--- src/rtl/config_loader.sv ---
// config_loader: streams a bitstream into two serial scan chains, first the
// CLB chain and then the connection chain.
//
// Words arrive over a valid/ready handshake. Each accepted word is shifted
// out LSB first, one bit per cycle, onto the active chain's scan_in with
// scan_en high. The word buffer refills with exactly one idle cycle per word.
// When a chain reaches its length, the unused upper bits of the current word
// are dropped, and the next chain starts from a fresh word.
//
// Optional feature macro: CFG_READBACK_EN. When it is defined, the active
// chain's scan_out is captured on every shift cycle and packed LSB first into
// rb_data. rb_valid pulses after each full word, or at chain end with the
// upper bits zero. When it is undefined, rb_data and rb_valid are tied to 0.
//
// Ports:
//   clk, rst                   clock, synchronous active-high reset
//   start                      begin a pass (honoured in IDLE/DONE only)
//   in_data, in_valid/in_ready bitstream word handshake
//   clb_scan_in/en/out         CLB chain serial interface
//   conn_scan_in/en/out        connection chain serial interface
//   busy, done                 pass status
//   rb_data, rb_valid          readback word (CFG_READBACK_EN only)
module config_loader #(
  parameter int unsigned CLB_CHAIN_LEN  = 16,
  parameter int unsigned CONN_CHAIN_LEN = 48,
  parameter int unsigned WORD_WIDTH     = 8
) (
  input  logic                  clk,
  input  logic                  rst,
  input  logic                  start,
  input  logic [WORD_WIDTH-1:0] in_data,
  input  logic                  in_valid,
  output logic                  in_ready,
  output logic                  clb_scan_in,
  output logic                  clb_scan_en,
  input  logic                  clb_scan_out,
  output logic                  conn_scan_in,
  output logic                  conn_scan_en,
  input  logic                  conn_scan_out,
  output logic                  busy,
  output logic                  done,
  output logic [WORD_WIDTH-1:0] rb_data,
  output logic                  rb_valid
);

  localparam int unsigned MaxLen = (CLB_CHAIN_LEN > CONN_CHAIN_LEN) ? CLB_CHAIN_LEN
                                                                     : CONN_CHAIN_LEN;
  localparam int unsigned CntW   = $clog2(MaxLen + 1);
  localparam int unsigned RemW   = $clog2(WORD_WIDTH + 1);

  typedef enum logic [1:0] {StIdle, StLoadClb, StLoadConn, StDone} state_e;

  state_e                state_q;
  logic [WORD_WIDTH-1:0] word_q;     // bits of the current word not yet shifted
  logic [RemW-1:0]       rem_q;      // count of bits left in word_q
  logic [CntW-1:0]       bit_cnt_q;  // bits issued on the active chain
  logic                  in_ready_q;
  logic                  clb_scan_in_q, clb_scan_en_q;
  logic                  conn_scan_in_q, conn_scan_en_q;
  logic                  busy_q, done_q;

  logic            in_clb;
  logic [CntW-1:0] chain_len;
  logic            shifting;
  logic            chain_last;
  logic            from_buf;
  logic            take_word;
  logic            emit_bit;

  assign in_clb    = (state_q == StLoadClb);
  assign chain_len = in_clb ? CntW'(CLB_CHAIN_LEN) : CntW'(CONN_CHAIN_LEN);
  assign shifting  = clb_scan_en_q | conn_scan_en_q;
  // The bit on scan_in this cycle is the chain's final one.
  assign chain_last = shifting && (bit_cnt_q == chain_len);
  assign from_buf   = (rem_q != '0);
  assign take_word  = in_ready_q & in_valid;
  assign emit_bit   = from_buf ? word_q[0] : in_data[0];

  always_ff @(posedge clk) begin
    if (rst) begin
      state_q        <= StIdle;
      word_q         <= '0;
      rem_q          <= '0;
      bit_cnt_q      <= '0;
      in_ready_q     <= 1'b0;
      clb_scan_in_q  <= 1'b0;
      clb_scan_en_q  <= 1'b0;
      conn_scan_in_q <= 1'b0;
      conn_scan_en_q <= 1'b0;
      busy_q         <= 1'b0;
      done_q         <= 1'b0;
    end else begin
      unique case (state_q)
        StIdle, StDone: begin
          if (start) begin
            state_q    <= StLoadClb;
            bit_cnt_q  <= '0;
            rem_q      <= '0;
            in_ready_q <= 1'b1;
            busy_q     <= 1'b1;
            done_q     <= 1'b0;
          end
        end
        StLoadClb, StLoadConn: begin
          if (chain_last) begin
            // The chain is full, so any leftover bits of the word are dropped.
            clb_scan_in_q  <= 1'b0;
            clb_scan_en_q  <= 1'b0;
            conn_scan_in_q <= 1'b0;
            conn_scan_en_q <= 1'b0;
            rem_q          <= '0;
            bit_cnt_q      <= '0;
            if (in_clb) begin
              state_q    <= StLoadConn;
              in_ready_q <= 1'b1;
            end else begin
              state_q    <= StDone;
              in_ready_q <= 1'b0;
              busy_q     <= 1'b0;
              done_q     <= 1'b1;
            end
          end else if (from_buf || take_word) begin
            clb_scan_in_q  <= in_clb & emit_bit;
            clb_scan_en_q  <= in_clb;
            conn_scan_in_q <= ~in_clb & emit_bit;
            conn_scan_en_q <= ~in_clb;
            bit_cnt_q      <= bit_cnt_q + CntW'(1);
            in_ready_q     <= 1'b0;
            if (from_buf) begin
              word_q <= word_q >> 1;
              rem_q  <= rem_q - RemW'(1);
            end else begin
              word_q <= in_data >> 1;
              rem_q  <= RemW'(WORD_WIDTH - 1);
            end
          end else begin
            // The buffer is drained: this is the one idle cycle per word, or starvation.
            clb_scan_in_q  <= 1'b0;
            clb_scan_en_q  <= 1'b0;
            conn_scan_in_q <= 1'b0;
            conn_scan_en_q <= 1'b0;
            in_ready_q     <= 1'b1;
          end
        end
        default: state_q <= StIdle;
      endcase
    end
  end

  assign in_ready     = in_ready_q;
  assign clb_scan_in  = clb_scan_in_q;
  assign clb_scan_en  = clb_scan_en_q;
  assign conn_scan_in = conn_scan_in_q;
  assign conn_scan_en = conn_scan_en_q;
  assign busy         = busy_q;
  assign done         = done_q;

`ifdef CFG_READBACK_EN
  localparam int unsigned RbW = $clog2(WORD_WIDTH + 1);

  logic [WORD_WIDTH-1:0] rb_acc_q;
  logic [WORD_WIDTH-1:0] rb_data_q;
  logic [RbW-1:0]        rb_idx_q;
  logic                  rb_valid_q;
  logic                  cap_bit;
  logic [WORD_WIDTH-1:0] rb_merged;

  assign cap_bit   = clb_scan_en_q ? clb_scan_out : conn_scan_out;
  assign rb_merged = rb_acc_q | (WORD_WIDTH'(cap_bit) << rb_idx_q);

  always_ff @(posedge clk) begin
    if (rst) begin
      rb_acc_q   <= '0;
      rb_data_q  <= '0;
      rb_idx_q   <= '0;
      rb_valid_q <= 1'b0;
    end else begin
      rb_valid_q <= 1'b0;
      if (shifting) begin
        if ((rb_idx_q == RbW'(WORD_WIDTH - 1)) || chain_last) begin
          rb_data_q  <= rb_merged;
          rb_valid_q <= 1'b1;
          rb_acc_q   <= '0;
          rb_idx_q   <= '0;
        end else begin
          rb_acc_q <= rb_merged;
          rb_idx_q <= rb_idx_q + RbW'(1);
        end
      end
    end
  end

  assign rb_data  = rb_data_q;
  assign rb_valid = rb_valid_q;
`else
  logic unused_scan_out;
  assign unused_scan_out = clb_scan_out ^ conn_scan_out;
  assign rb_data         = '0;
  assign rb_valid        = 1'b0;
`endif

endmodule

--- config.mk ---
export PLATFORM = sky130hd
export DESIGN_NAME = config_loader
export DESIGN_NICKNAME = d
export VERILOG_FILES = /design/src/rtl/config_loader.sv
export SDC_FILE = /design/constraint.sdc
export NUM_CORES = 1
export LEC_CHECK = 0
export ABC_AREA = 1
export BUFFER_PORTS_ARGS = -buffer_cell sky130_fd_sc_hd__buf_4
export CORE_MARGIN = 3
export CORE_UTILIZATION = 35
export CTS_CLUSTER_SIZE = 8
export DETAILED_ROUTE_END_ITERATION = 16
export PLACE_DENSITY_LB_ADDON = 0.05
export SYNTH_ARGS = -nofsm -noshare
export SYNTH_HDL_FRONTEND = slang
export SYNTH_SLANG_ARGS = --single-unit
--- constraint.sdc ---
create_clock -name clk -period 2.6 [get_ports clk]
set_input_delay 0.13 -clock clk [delete_from_list [all_inputs] [get_ports clk]]
set_output_delay 0.13 -clock clk [all_outputs]
set_load 0.01 [all_outputs]
==> metrics.csv <==
metric,value,unit
syn-cell-area,1450,µm²
drc,0,
antenna_found_initial,0,
cts_setup_buffers,0,
dr.pass1.iters,4,
ys_async_sr_fraction,0,%
cts_tree,done,
clk_pin_slew,0.09,ns
cp.required,2.76,ns
coreArea,3830,µm²
hpwl,2.28,mm
clk_latency,0.27,ns
grt_pass1_wl,5.23,mm
cts_sinks,26,
ys.flop_type,dfxtp_1,
ant_nets,0,
most-common-layout-cells,"nand2_1, dfxtp_1, inv_1, nor2_1, a21oi_1",
r2r_slack,0.96,ns
arrival,1.79,ns
multi_input_area,763,µm²
numPortBuffers,18,
grt_max_degree,19,
syn_inst,213,
root_buffer,clkbuf_8,
worstSetupPathType,reg2reg,
drt-total-wl,3.00,mm
timing.rr.start,rem_q[0],
diodes,0,
yosysSeqAreaShare,35.9,%
finalMaxSlewViolations,0,
row_count,22,
cts_buffers,3,
status,"finished, final reports clean",
cts.repair.resized,0,
num_vias,1294,
io_pins,30,
avgViaCountPerCell,4.67,
min_path_cells,2,
die_w,70.3,µm
cp-start-kind,register,
leakage,0.733,nW
fin_setup_tns,0,ns
grt_remaining_overflow,0,
syn_to_final_growth,11.7,%
clockBufferDepth,2,
cp-end-kind,register,
gp_congestion,0.751,
drv_cap,0,
whs_endpoint,state_q[1],
syn_avg_cell_area,6.80,µm²
setup_viol,0,
instances_no_fill,277,
fin_skew,0.00657,ns
wl_per_cell,10.8,µm
r2r_cells,10,
drtIter0Drc,38,
die_h,70.3,µm
period_share,62.9,%
rsz0062_at_grt,false,
vdd_ir_drop_max,0.000387,V
ys_ff_latch,26,
p_total,1.11,mW
fillers,433,
yosysWarnings,0,
drive_gt1_share,15.3,%
seq_area,520,µm²
final_common_cell,nand2_1,
worstHoldStart,rst,
track_usage,13.0,%
synthDistinctLibCells,29,
min_period,1.64,ns
placed_cells,274,
num-nets-final,250,
critPathMaxFanout,13,
rr_endpoint,word_q[6],
hp-class,in2reg,
synth_edf_count,0,
power_density,689,nW/µm²
ctsHoldBuffers,0,
hold_viol,0,
die_area,4950,µm²
grt_pass1_vias,1177,
start_util,37.9,%
fmax,611,MHz
htree_levels,1,
[per-layer routing]
layer | track usage, % | part of all wire [%] | vias up | routed length [µm]
li1 | - | - | 679 | -
met1 | 15.5 | 45 | 581 | 1340
met2 | 23.1 | 49 | 32 | 1480
met3 | 3.74 | 5.3 | 2 | 160
met4 | 2.55 | 0.63 | 0 | 19
met5 | 0 | 0 | - | 0
[area by class of cell]
class                   instances  share of cell area, %
multi-input cells             158                   47.2
flip-flops and latches         26                   32.2
repair buffers                 18                   8.35
inverters                      24                   6.03
well taps                      48                   3.71
clock buffers                   3                   2.55
[through the flow]
| stage | setup slack [ns] | utilization (%) | hold WS, ns | area, µm² |
|---|---|---|---|---|
| CTS | 0.916 | 42.3 | 0.160 | 1620 |
| floorplan | 1.05 | - | 0.336 | 1480 |
| finish | 0.963 | 42.3 | 0.165 | 1620 |
| global placement | 0.977 | 41.2 | 0.445 | 1580 |
| detailed placement | 0.930 | 41.2 | 0.452 | 1580 |
| global route | 0.782 | 42.3 | 0.179 | 1620 |
[cell families after synthesis]
family	count (synthesis)	synth area share (%)
AND/OR/NAND/NOR	118	36.4
buffers and inverters	37	13.5
flip-flops	26	35.9
AO/OA/AOI/OAI	25	9.07
adder cells (fa/ha/maj)	5	4.32
XOR/XNOR	1	0.605
other	1	0.259
[power breakdown]
part           internal (mW)  leakage (nW)  total [mW]  switching (mW)
logic                  0.141         0.500       0.417           0.276
clock network          0.104        0.0216       0.224           0.120
registers              0.442         0.212       0.473          0.0316
[worst max-delay path, cell delays in order, from the launching register on]
cell	delay, ns
dfxtp_1	0.38
inv_1	0.06
ha_1	0.26
nand2_4	0.17
inv_6	0.08
nand2_8	0.09
nand3_4	0.15
inv_4	0.17
nand2_1	0.07
nand2_1	0.06
nor2_1	0.04
[cell usage after synthesis (all sizes together) (2+ instances only)]
| cell | number | area share, % |
|---|---|---|
| nand2 | 78 | 22 |
| o21ai | 4 | 1.4 |
| nand4 | 2 | 0.86 |
| inv | 24 | 6.7 |
| dfxtp | 26 | 36 |
| a21oi | 20 | 7.2 |
| buf | 12 | 6.5 |
| nand3 | 14 | 6.0 |
| nor2 | 21 | 5.6 |
| ha | 5 | 4.3 |
[worst max-delay path by stage]
| stage | start | end | depth (start not counted) |
|---|---|---|---|
| 2_1_floorplan | state_q[1] | bit_cnt_q[4] | 9 |
| 3_3_place_gp | state_q[1] | state_q[0] | 12 |
| 3_5_place_dp | rem_q[0] | bit_cnt_q[1] | 9 |
| 4_1_cts | rem_q[0] | bit_cnt_q[1] | 9 |
| 5_1_grt | state_q[1] | state_q[0] | 9 |
| 6_report | rem_q[0] | word_q[6] | 10 |
[registers in the layout, indices dropped and copies added, names as in the netlist]
name,cells
bit_cnt_q,6
clb_scan_in,1
word_q,7
clb_scan_en,1
conn_scan_en,1
rem_q,4
conn_scan_in,1
busy,1
in_ready,1
done,1
state_q,2
Note: power is estimated with default switching activity, not from simulation.
